--- config.mk ---
export PLATFORM = sky130hd
export DESIGN_NAME = sync_fifo_param_flat
export DESIGN_NICKNAME = d
export VERILOG_FILES = /design/src/rtl/sync_fifo_param_if.sv /design/src/rtl/sync_fifo_param.sv /design/src/flat_wrapper.sv
export SDC_FILE = /design/constraint.sdc
export NUM_CORES = 1
export LEC_CHECK = 0
export CAP_MARGIN = 20
export CELL_PAD_IN_SITES_DETAIL_PLACEMENT = 0
export CELL_PAD_IN_SITES_GLOBAL_PLACEMENT = 1
export CORE_MARGIN = 4
export CORE_UTILIZATION = 55
export CTS_CLUSTER_SIZE = 40
export DETAILED_ROUTE_END_ITERATION = 8
export PLACE_DENSITY = 0.82
export SLEW_MARGIN = 20
export SYNTH_ARGS = -nofsm -noshare
export SYNTH_HDL_FRONTEND = slang
export SYNTH_SLANG_ARGS = --single-unit
export TNS_END_PERCENT = 50
--- constraint.sdc ---
create_clock -name clk -period 6.5 [get_ports clk]
set_input_delay 1.625 -clock clk [delete_from_list [all_inputs] [get_ports clk]]
set_output_delay 1.625 -clock clk [all_outputs]
set_load 0.02 [all_outputs]
--- src/rtl/sync_fifo_param_if.sv ---
// Handshake bundle between a producer/consumer pair and sync_fifo_param.
// The FIFO takes the slave side; the stage driving it takes the master side.
interface sync_fifo_param_if #(
   parameter int DATA_W = 8,
   parameter int DEPTH  = 16
);
   localparam int CW = $clog2(DEPTH) + 1;

   logic              wr_en;
   logic [DATA_W-1:0] din;
   logic              rd_en;
   logic [DATA_W-1:0] dout;
   logic              rd_valid;
   logic              full;
   logic              empty;
   logic              almost_full;
   logic              almost_empty;
   logic [CW-1:0]     count;
   logic              overflow;
   logic              underflow;

   modport master (
      output wr_en, din, rd_en,
      input  dout, rd_valid, full, empty,
      input  almost_full, almost_empty, count,
      input  overflow, underflow
   );

   modport slave (
      input  wr_en, din, rd_en,
      output dout, rd_valid, full, empty,
      output almost_full, almost_empty, count,
      output overflow, underflow
   );
endinterface

--- src/rtl/sync_fifo_param.sv ---
// Single-clock FIFO, power-of-2 depth, simultaneous read and write.
// SYNC_FIFO_FWFT_EN selects first-word-fall-through output instead of registered read.
module sync_fifo_param #(
   parameter int DATA_W    = 8,
   parameter int DEPTH     = 16,
   parameter int AF_THRESH = DEPTH - 2,
   parameter int AE_THRESH = 2
) (
   input logic              clk,
   input logic              rst,
   sync_fifo_param_if.slave bus
);
   localparam int AW = $clog2(DEPTH);
   localparam int CW = AW + 1;

   logic [DATA_W-1:0] mem_q [DEPTH];
   logic [AW-1:0]     wptr_q, wptr_d;
   logic [AW-1:0]     rptr_q, rptr_d;
   logic [CW-1:0]     count_q, count_d;
   logic              ovf_q, udf_q;
   logic              full, empty;
   logic              wr_acc, rd_acc;

   // Status flags decode the registered occupancy only.
   assign full   = (count_q == CW'(DEPTH));
   assign empty  = (count_q == '0);
   assign wr_acc = bus.wr_en && !full;
   assign rd_acc = bus.rd_en && !empty;

   assign bus.full         = full;
   assign bus.empty        = empty;
   assign bus.almost_full  = (count_q >= CW'(AF_THRESH));
   assign bus.almost_empty = (count_q <= CW'(AE_THRESH));
   assign bus.count        = count_q;
   assign bus.overflow     = ovf_q;
   assign bus.underflow    = udf_q;

   // Next pointer and occupancy from the accepted requests.
   always_comb begin
      wptr_d  = wptr_q;
      rptr_d  = rptr_q;
      count_d = count_q;
      if (wr_acc) wptr_d = wptr_q + AW'(1);
      if (rd_acc) rptr_d = rptr_q + AW'(1);
      unique case ({wr_acc, rd_acc})
         2'b10:   count_d = count_q + CW'(1);
         2'b01:   count_d = count_q - CW'(1);
         default: count_d = count_q;
      endcase
   end

   // Storage array; not reset, and a reset cycle blocks the write.
   always_ff @(posedge clk) begin
      if (!rst && wr_acc) mem_q[wptr_q] <= bus.din;
   end

   // Pointers, occupancy and the one-cycle reject pulses.
   always_ff @(posedge clk) begin
      if (rst) begin
         wptr_q  <= '0;
         rptr_q  <= '0;
         count_q <= '0;
         ovf_q   <= 1'b0;
         udf_q   <= 1'b0;
      end else begin
         wptr_q  <= wptr_d;
         rptr_q  <= rptr_d;
         count_q <= count_d;
         ovf_q   <= bus.wr_en && full;
         udf_q   <= bus.rd_en && empty;
      end
   end

`ifdef SYNC_FIFO_FWFT_EN
   // Head word falls through; rd_en acknowledges it.
   assign bus.dout     = empty ? '0 : mem_q[rptr_q];
   assign bus.rd_valid = !empty;
`else
   logic [DATA_W-1:0] dout_q;
   logic              rd_valid_q;

   assign bus.dout     = dout_q;
   assign bus.rd_valid = rd_valid_q;

   // Registered read: dout updates only on an accepted read.
   always_ff @(posedge clk) begin
      if (rst) begin
         dout_q     <= '0;
         rd_valid_q <= 1'b0;
      end else begin
         rd_valid_q <= rd_acc;
         if (rd_acc) dout_q <= mem_q[rptr_q];
      end
   end
`endif

endmodule

--- src/flat_wrapper.sv ---
// flat-port wrapper written by rule: the top's interface ports become plain ports
module sync_fifo_param_flat 
#(
   parameter int DATA_W    = 8,
   parameter int DEPTH     = 16,
   parameter int AF_THRESH = DEPTH - 2,
   parameter int AE_THRESH = 2
)
  (clk, rst, bus_wr_en, bus_din, bus_rd_en, bus_dout, bus_rd_valid, bus_full, bus_empty, bus_almost_full, bus_almost_empty, bus_count, bus_overflow, bus_underflow);
  sync_fifo_param_if #(.DATA_W(DATA_W), .DEPTH(DEPTH)) bus_i ();
  input logic clk;
  input logic rst;
  input wire logic [$bits(bus_i.wr_en)-1:0] bus_wr_en;
  input wire logic [$bits(bus_i.din)-1:0] bus_din;
  input wire logic [$bits(bus_i.rd_en)-1:0] bus_rd_en;
  output wire logic [$bits(bus_i.dout)-1:0] bus_dout;
  output wire logic [$bits(bus_i.rd_valid)-1:0] bus_rd_valid;
  output wire logic [$bits(bus_i.full)-1:0] bus_full;
  output wire logic [$bits(bus_i.empty)-1:0] bus_empty;
  output wire logic [$bits(bus_i.almost_full)-1:0] bus_almost_full;
  output wire logic [$bits(bus_i.almost_empty)-1:0] bus_almost_empty;
  output wire logic [$bits(bus_i.count)-1:0] bus_count;
  output wire logic [$bits(bus_i.overflow)-1:0] bus_overflow;
  output wire logic [$bits(bus_i.underflow)-1:0] bus_underflow;
  assign bus_i.wr_en = bus_wr_en;
  assign bus_i.din = bus_din;
  assign bus_i.rd_en = bus_rd_en;
  assign bus_dout = bus_i.dout;
  assign bus_rd_valid = bus_i.rd_valid;
  assign bus_full = bus_i.full;
  assign bus_empty = bus_i.empty;
  assign bus_almost_full = bus_i.almost_full;
  assign bus_almost_empty = bus_i.almost_empty;
  assign bus_count = bus_i.count;
  assign bus_overflow = bus_i.overflow;
  assign bus_underflow = bus_i.underflow;
  sync_fifo_param #(.DATA_W(DATA_W), .DEPTH(DEPTH), .AF_THRESH(AF_THRESH), .AE_THRESH(AE_THRESH)) u_core (.clk(clk), .rst(rst), .bus(bus_i));
endmodule
==> results of run 1 <==
==> area by class of cell <==
cell class                      instances  share of cell area [%]
Inverter                                6                  0.3161
Tap cell                              140                   2.458
Clock buffer                           17                   5.812
Sequential cell                       152                   60.70
Multi-Input combinational cell        167                   23.71
Clock inverter                         15                   1.809
Timing Repair Buffer                   39                   5.198
==> layer usage <==
layer,share of wire [%],global-route usage [%]
met5,0,0
met4,1.1,7.772
met3,6.3,5.464
met2,50,31.61
met1,43,28.18
==> worst max-delay path: cells and delay by family, from the launching register on <==
kind	cells	cell delay (ps)
simple gates	2	910
flops	1	410
buf+inv	1	630
==> layout by cell type, fill, tap and decap left out, types with 2 or more instances in the layout <==
master           count
clkbuf_16           16
clkdlybuf4s50_1     31
clkinv_2             3
inv_1                6
or3_1                4
nand2b_1             2
dfxtp_1             23
edfxtp_1           128
nor2b_1              2
nor2_1              26
a211oi_1             2
buf_4                8
xor2_1               4
o221ai_1             8
xnor2_1              3
mux4_2              32
nor4_1               3
inv_6                2
o21ai_0              2
nor3b_1              2
a21oi_1              4
clkinv_4             2
o21a_1               2
nand2_1             10
o211ai_1             2
and3b_1              2
mux2_2               2
nor3_1               6
ha_1                 8
nand3b_1             8
mux2i_1             18
clkinv_1             2
clkinvlp_4           4
nand3_1              3
==> worst paths after layout <==
path / endpoint / start / cells after the start
worst max-delay path: bus_empty / u_core.bus.count[1]$_SDFFE_PP0P_ / 3
worst min-delay path: u_core.bus.dout[7]$_SDFFE_PP0N_ / u_core.bus.dout[7]$_SDFFE_PP0N_ / 2
worst max register to register: u_core.bus.count[4]$_SDFFE_PP0P_ / u_core.bus.count[1]$_SDFFE_PP0P_ / 8
worst min register to register: u_core.bus.dout[7]$_SDFFE_PP0N_ / u_core.bus.dout[7]$_SDFFE_PP0N_ / 2
==> metrics by stage <==
stage / std cells / utilization [%] / setup slack (ps)
final: 536 / 65.44 / 2409
after global routing: 536 / 65.44 / 2290
after CTS: 536 / 65.44 / 2352
after detailed placement: 504 / 60.46 / 2009
after global placement: 504 / 60.46 / 2102
after floorplan: 348 / - / 2858
==> sequential cells by signal, indices dropped and copies added, names as in the netlist <==
register,flops
u_core.mem_q,128
u_core.bus.dout,8
u_core.bus.count,5
u_core.rptr_q,4
u_core.wptr_q,4
u_core.bus.overflow,1
u_core.bus.rd_valid,1
u_core.bus.underflow,1
==> cells by family after synthesis <==
| logic type | count (synthesis) |
|---|---|
| and+or+nand+nor | 72 |
| adders and majority gates | 8 |
| muxes | 52 |
| xor gates and xnor gates | 7 |
| buffers and inverters | 29 |
| AOI/OAI and AO/OA | 28 |
| DFF | 152 |
==> where the power goes <==
| group | switching, mW | internal, mW | leakage [nW] | total [mW] |
|---|---|---|---|---|
| sequential | 0.0680 | 1.11 | 1.35 | 1.18 |
| clock | 0.388 | 0.508 | 0.257 | 0.895 |
| combinational | 0.326 | 0.271 | 0.693 | 0.597 |
==> out/metrics.cfg, run 1 <==
[status]
status=completed

[die]
num_rows=38
ios=32
dieWidth_um=113.6
start_util_pct=56.38
die_y_um=113.6
die_area_mm2=0.01292
core_area_mm2=0.01089

[finish]
diodes=0
drive_gt1_share_pct=19.19
area_growth_pct=16.08
fin_area_mm2=0.007126
n_fill_cell=746
final_nets=403
seq_area_mm2=0.004325
multi_input_area_mm2=0.001689

[logic_synthesis]
synthSimpleGateAreaFrac_pct=6.298
synth_top_cells_by_count=128 x edfxtp_1, 32 x mux4_2, 26 x nor2_1, 24 x dfxtp_1, 18 x mux2i_1
synthesis.area_mm2=0.006138
yosys_warnings=0
ys_types=42
synth_nets=368
seq_area_frac_synth_pct=70.44
yosys.area.top_type_share_pct=62.62
synth_top_family_by_area=multiplexers
synth_area_leaders=edfxtp_1 63%, mux4_2 12%, dfxtp_1 7.8%, mux2i_1 2.9%, ha_1 1.6%
avgSynthCellArea_um2=17.64
synth_top_cell_by_area=edfxtp_1
synth_edf_count=128
synth_xor_area_share_pct=0.9988
ys_seq_elements=152
ys_async_sr_fraction_pct=0
ys.flop_type=edfxtp_1
yosysMostFrequentCell=edfxtp_1
synth_fa_ha_area_share_pct=1.631
postSynthCellCount=348
muxShareOfSynthArea_pct=15.04
synth_compound_area_share_pct=3.547

[detailed_routing]
dr.pass1.iters=5
routed-via-count=3179
drc=0
vias_per_cell=5.931
drt-total-wl_um=11960
wl_per_cell_um=22.31
ant_nets=0
drt-initial-drc-count=272

[clock_tree]
post-cts-setup-buffer-count=0
root_buffer=clkbuf_8
htree_levels=4
cts.path.max_buffers=2
cts_tree=built
cts_sinks=152
insertion_delay_ps=530
hold_buffers=0
cts.clk_slew.worst_paths_ps=60
cts_resized=0
numCtsBuffers=17

[sta]
setup_viol=0
hold_viol=0
period_share_pct=62.95
period_minus_slack_ps=4091
max_freq_mhz=244.4
max_slew.worst_pin.slew_ps=961.4
rsz0062_at_grt=false
relSlewSlack_pct=35.67
slew_violations=0
skew_ps=7.934
fin_tns_setup_ps=0
hold_slack_ps=527.0

[placement]
routabilityCongestion=0.7822
dpl.hpwl_um=7487
place_area_mm2=0.006583
io_buffers=31

[critical_path]
cp-end-kind=output pin
start_kind=register
reg2reg_slack_ps=2910
path_max_fanout=12
crit_arrival_ps=2470
cpPeakStageDelay_ps=730
critPathSlowestCell=or4_1
critPathRequiredTime_ps=4880
crit_chain=or4_1, nor2_1, clkdlybuf4s50_1
path_class=reg2out

[grt]
grt_pass1_wl_um=18890
grt_antenna_before_repair=0
first_global_vias=3262
grt_use_total_pct=20.45
grt_overflow=0
grt_start_max_net_pins=35

[power]
totalPowerFinal_mw=2.673
power.leakage_nw=2.300
powerDensity_mw_per_mm2=375.1
irDropWorstVdd_v=0.0002572

[hold_path]
worst_hold_path_type=reg2reg

[job]
drv_cap=0

Power figures use the tool's default switching activity.
==> run 2: changes to the inputs <==
--- a/config.mk
+++ b/config.mk
@@ -9,10 +9,10 @@
 export CELL_PAD_IN_SITES_DETAIL_PLACEMENT = 0
 export CELL_PAD_IN_SITES_GLOBAL_PLACEMENT = 1
 export CORE_MARGIN = 4
-export CORE_UTILIZATION = 55
+export CORE_UTILIZATION = 51
 export CTS_CLUSTER_SIZE = 40
 export DETAILED_ROUTE_END_ITERATION = 8
-export PLACE_DENSITY = 0.82
+export PLACE_DENSITY = 0.76
 export SLEW_MARGIN = 20
 export SYNTH_ARGS = -nofsm -noshare
 export SYNTH_HDL_FRONTEND = slang
==> constraint.sdc (replaced) <==
create_clock -name clk -period 4.3 [get_ports clk]
set_input_delay 1.075 -clock clk [delete_from_list [all_inputs] [get_ports clk]]
set_output_delay 1.075 -clock clk [all_outputs]
set_load 0.02 [all_outputs]
==> run 2 against run 1 <==
Die area increased by 7.3%. Register-to-register slack got worse by 2200 ps. Global-route usage decreased by 2.2 points. Cell count increased by 2.8%. Total power increased by 55%.
==> out/metrics.cfg, run 2 (synthesis results as in run 1) <==
[hold_path]
hold_path_depth=2
min_from=u_core.bus.dout[5]$_SDFFE_PP0N_
holdPathEnd=u_core.bus.dout[5]$_SDFFE_PP0N_
worst_hold_path_type=reg2reg

[grt]
grt_overflow=0
grt_use_total_pct=18.22
grt_pass1_wl_um=18740
grt_start_max_net_pins=31
grt_antenna_before_repair=0
first_global_vias=3262

[clock_tree]
hold_buffers=0
insertion_delay_ps=420
post-cts-setup-buffer-count=0
numCtsBuffers=17
cts_resized=0
cts_tree=built
htree_levels=4
root_buffer=clkbuf_16
cts.path.max_buffers=2
cts_sinks=152
cts.clk_slew.worst_paths_ps=50

[finish]
largest_reg_flops=128
seq_area_mm2=0.004325
largest-register=u_core.mem_q
n_fill_cell=838
final_cell_mix=128 x edfxtp_1, 32 x mux4_2, 31 x clkdlybuf4s50_1
multi_input_area_mm2=0.001689
area_growth_pct=18.26
final_nets=415
diodes=0
drive_gt1_share_pct=20.59
final_common_cell=edfxtp_1

[die]
core_area_mm2=0.01161
start_util_pct=52.85
ios=32
die_area_mm2=0.01386
num_rows=39
die_y_um=117.7
dieWidth_um=117.7

[sta]
skew_ps=8.327
fin_tns_setup_ps=0
hold_viol=0
setup_viol=0
max_slew.worst_pin.slew_ps=890.0
relSlewSlack_pct=40.58
period_share_pct=84.53
period_minus_slack_ps=3635
max_freq_mhz=275.1
hold_slack_ps=509.0
slew_violations=0
rsz0062_at_grt=false

[detailed_routing]
vias_per_cell=5.904
ant_nets=0
routed-via-count=3253
dr.pass1.iters=5
drt-initial-drc-count=292
wl_per_cell_um=21.67
drt-total-wl_um=11940
drc=0

[critical_path]
path_max_fanout=16
rr_startpoint=u_core.bus.count[1]$_SDFFE_PP0P_
crit_arrival_ps=3940
start_kind=register
cp-end-kind=register
critPathRequiredTime_ps=4600
path_class=reg2reg
reg2reg_slack_ps=670
rr_endpoint=u_core.bus.count[4]$_SDFFE_PP0P_
reg2reg_depth=8

[power]
irDropWorstVdd_v=0.0003796
powerDensity_mw_per_mm2=569.5
power.leakage_nw=2.391

[status]
status=completed

[placement]
routabilityCongestion=0.7544
dpl.hpwl_um=7505
io_buffers=31

[job]
drv_cap=0

-- run 2: cell types whose count changed in the layout (fill, tap and decap cells not counted), sizes merged --
cell / previous run / this run
buf: 8 / 20
bufinv: 1 / 3
clkbuf: 17 / 23
clkinv: 7 / 5
clkinvlp: 4 / 1
inv: 9 / 6
-- run 2: per-stage QoR --
step                      total power [mW]  setup slack [ps]  std cells  instance area [µm²]  utilization, %
after detailed placement             2.712             358.9        519                 6676           57.49
after CTS                            4.175             676.6        551                 7259           62.51
after global routing                 4.317             529.5        551                 7259           62.51
final                                4.134             665.4        551                 7259           62.51
after global placement               2.701             466.4        519                 6676           57.49
after floorplan                      2.393              1208        348                 6138               -
-- run 2: worst max-delay path: stages (launching register included) --
cell	delay, ps
dfxtp_1	420
or4_1	710
o21ai_4	430
inv_1	230
ha_1	380
ha_1	390
a31o_2	250
a221oi_1	330
mux2_2	370
-- run 2: power breakdown --
part / internal, mW / leakage, nW / switching, mW
logic: 0.410 / 0.759 / 0.476
registers: 1.68 / 1.35 / 0.106
clock network: 0.923 / 0.283 / 0.536
total: 3.02 / 2.39 / 1.12
-- run 2: cell type report --
class / instances / share of cell area (%)
flip-flops and latches: 152 / 59.58
multi-input cells: 167 / 23.27
repair buffers: 51 / 6.343
clock buffers: 23 / 6.308
well taps: 143 / 2.465
clock inverters: 9 / 1.724
inverters: 6 / 0.3102
-- run 2: routing by layer --
metal | share of wire (%) | wire length, µm | global-route usage, %
met1 | 45 | 5322 | 24.23
met2 | 49 | 5847 | 29.03
met3 | 5.0 | 591 | 5.430
met4 | 1.5 | 176 | 5.934
met5 | 0 | 0 | 0
-- run 2: worst max-delay path by stage --
stage / slack, ps / to / from
detailed placement: 360 / u_core.bus.count[4]$_SDFFE_PP0P_ / bus_rd_en
finish: 670 / u_core.bus.count[4]$_SDFFE_PP0P_ / u_core.bus.count[1]$_SDFFE_PP0P_
global route: 530 / u_core.bus.count[4]$_SDFFE_PP0P_ / u_core.bus.count[1]$_SDFFE_PP0P_
global placement: 470 / u_core.bus.count[4]$_SDFFE_PP0P_ / bus_rd_en
CTS: 680 / u_core.bus.count[4]$_SDFFE_PP0P_ / u_core.bus.count[1]$_SDFFE_PP0P_
floorplan: 1210 / u_core.bus.count[4]$_SDFFE_PP0P_ / bus_wr_en
==> run 3: changes to the inputs <==
--- a/config.mk
+++ b/config.mk
@@ -9,10 +9,10 @@
 export CELL_PAD_IN_SITES_DETAIL_PLACEMENT = 0
 export CELL_PAD_IN_SITES_GLOBAL_PLACEMENT = 1
 export CORE_MARGIN = 4
-export CORE_UTILIZATION = 51
+export CORE_UTILIZATION = 46
 export CTS_CLUSTER_SIZE = 40
 export DETAILED_ROUTE_END_ITERATION = 8
-export PLACE_DENSITY = 0.76
+export PLACE_DENSITY = 0.73
 export SLEW_MARGIN = 20
 export SYNTH_ARGS = -nofsm -noshare
 export SYNTH_HDL_FRONTEND = slang
==> constraint.sdc (replaced) <==
create_clock -name clk -period 3 [get_ports clk]
set_input_delay 0.75 -clock clk [delete_from_list [all_inputs] [get_ports clk]]
set_output_delay 0.75 -clock clk [all_outputs]
set_load 0.02 [all_outputs]
==> run 3 against run 2 <==
Clock skew down 0.94 ps. Clock power up 43%. Sequential share of layout area down 1.4 points. Cell count up 8.2%. Critical path depth down 5. Hold slack better by 9.1 ps. Utilization down 4.5 points. Sequential power up 39%. Largest power group unchanged.
==> out/metrics.cfg, run 3 (synthesis results as in run 1) <==
[job]
drv_cap=0

[sta]
timing.final.ws_setup_ps=167.3
rsz0062_at_grt=false
hold_viol=0
setup_viol=0
max_slew.worst_pin.slew_ps=547.5
period_minus_slack_ps=2833
hold_slack_ps=518.1
slew_violations=0
relSlewSlack_pct=63.38
period_share_pct=94.42
skew_ps=7.382
max_freq_mhz=353.0

[clock_tree]
htree_levels=4
root_buffer=clkbuf_16
cts.clk_slew.worst_paths_ps=60
numCtsBuffers=17
cts_tree=built
hold_buffers=0
cts_sinks=152
cts.path.max_buffers=2
insertion_delay_ps=410

[grt]
grt_use_total_pct=17.45
grt_pass1_wl_um=18950
grt_antenna_before_repair=0
grt_start_max_net_pins=36
grt_overflow=0
first_global_vias=3359

[power]
p_int_mw=4.397
powerDensity_mw_per_mm2=815.8
power_frac_seq_pct=41.0
totalPowerFinal_mw=6.069
power.switching_mw=1.672
power.leakage_nw=2.476
pwr-share-clk_pct=34.4
irDropWorstVdd_v=0.0004086
p_sw_share_pct=27.55
p_comb_share_pct=24.6

[detailed_routing]
dr.pass1.iters=4
drc=0
drt-total-wl_um=12020
vias_per_cell=5.470
routed-via-count=3260
wl_per_cell_um=20.17
ant_nets=0
drt-initial-drc-count=277

[critical_path]
path_max_fanout=11
reg2reg_slack_ps=210
crit_chain=buf_4, a2111oi_0, clkdlybuf4s50_1
path_class=reg2out
cpPeakStageDelay_ps=700
start_kind=register
critPathRequiredTime_ps=2250
rr_endpoint=u_core.bus.count[4]$_SDFFE_PP0P_
rr_startpoint=u_core.bus.count[0]$_SDFFE_PP0P_
cp-end-kind=output pin
crit_arrival_ps=2080
cp_num_buf_inv=2
critPathSlowestCell=clkdlybuf4s50_1
reg2reg_depth=8
crit_family=buffers and inverters

[hold_path]
hold_path_depth=2
min_from=u_core.bus.dout[7]$_SDFFE_PP0N_
holdPathEnd=u_core.bus.dout[7]$_SDFFE_PP0N_
worst_hold_path_type=reg2reg

[finish]
fin_area_mm2=0.007440
final_cell_mix=128 x edfxtp_1, 35 x buf_4, 32 x mux4_2
largest-register=u_core.mem_q
diodes=0
final_nets=431
largest_reg_flops=128
area_growth_pct=21.20
final_common_cell=edfxtp_1
fin_util_pct=58.01
drive_gt1_share_pct=24.76

[placement]
pre_cts_slack_ps=-128.9
dpl.hpwl_um=7514
routabilityCongestion=0.8115
place_area_mm2=0.006847
io_buffers=31

[die]
dieWidth_um=123.5
num_rows=41
core_area_mm2=0.01282
ios=32
die_area_mm2=0.01526
start_util_pct=47.86
die_y_um=123.5

[status]
status=completed

==> run 3: cell count changes in the layout (fill, tap and decap cells not counted), sizes merged <==
cell	before	now
clkinv	5	4
clkdlybuf4s50	31	29
clkinvlp	1	4
buf	20	36
clkbuf	23	22
dlygate4sd2	0	2
bufinv	3	2
==> run 3: worst max-delay path by stage <==
stage,startpoint,endpoint,slack [ps],cells after the start
after detailed placement,bus_wr_en,u_core.bus.count[4]$_SDFFE_PP0P_,-130,9
after floorplan,u_core.bus.count[0]$_SDFFE_PP0P_,u_core.bus.count[4]$_SDFFE_PP0P_,20,12
after global routing,u_core.bus.count[0]$_SDFFE_PP0P_,u_core.bus.count[4]$_SDFFE_PP0P_,100,8
after CTS,u_core.bus.count[1]$_SDFFE_PP0P_,bus_almost_empty,150,3
final,u_core.bus.count[1]$_SDFFE_PP0P_,bus_almost_empty,170,3
after global placement,bus_wr_en,u_core.bus.count[4]$_SDFFE_PP0P_,-100,9
==> run 3: worst min-delay path, stage by stage (launching register included) <==
cell	delay [ps]
dfxtp_1	340
nand3b_1	80
o221ai_1	60
==> run 3: final cells by class <==
| cell class | instances | area (µm²) |
|---|---|---|
| clock buffer | 22 | 474.2 |
| clock inverter | 10 | 121.4 |
| fill | 993 | 5385 |
| inverter | 6 | 22.52 |
| multi-input combinational | 167 | 1689 |
| sequential | 152 | 4327 |
| tap | 172 | 215.2 |
| timing repair buffer | 67 | 590.6 |
==> run 3: timing repair <==
item	CTS	global route
setup endpoints to repair	2	0
gates resized for setup	2	0
setup buffers	0	0
==> run 3: per-stage QoR <==
step / instances / TNS (ps)
2_1_floorplan: 348 / 0
3_3_place_gp: 564 / -96.88
3_5_place_dp: 564 / -128.9
4_1_cts: 596 / 0
5_1_grt: 596 / 0
6_report: 596 / 0
==> run 3: power groups by stage <==
stage | Sequential, mW | Combinational (mW) | Clock [mW]
6_report | 2.49 | 1.49 | 2.09
4_1_cts | 2.49 | 1.51 | 2.13
3_5_place_dp | 2.53 | 1.52 | 0
3_3_place_gp | 2.53 | 1.50 | 0
2_1_floorplan | 2.61 | 0.823 | 0
5_1_grt | 2.50 | 1.62 | 2.24
==> run 3: routing by layer <==
metal | up-vias | GRT usage, % | wire, µm
met5 | - | 0 | 0
met4 | 0 | 6.782 | 225
met3 | 22 | 4.300 | 649
met2 | 96 | 28.41 | 6100
met1 | 1626 | 22.73 | 5045
li1 | 1516 | - | -
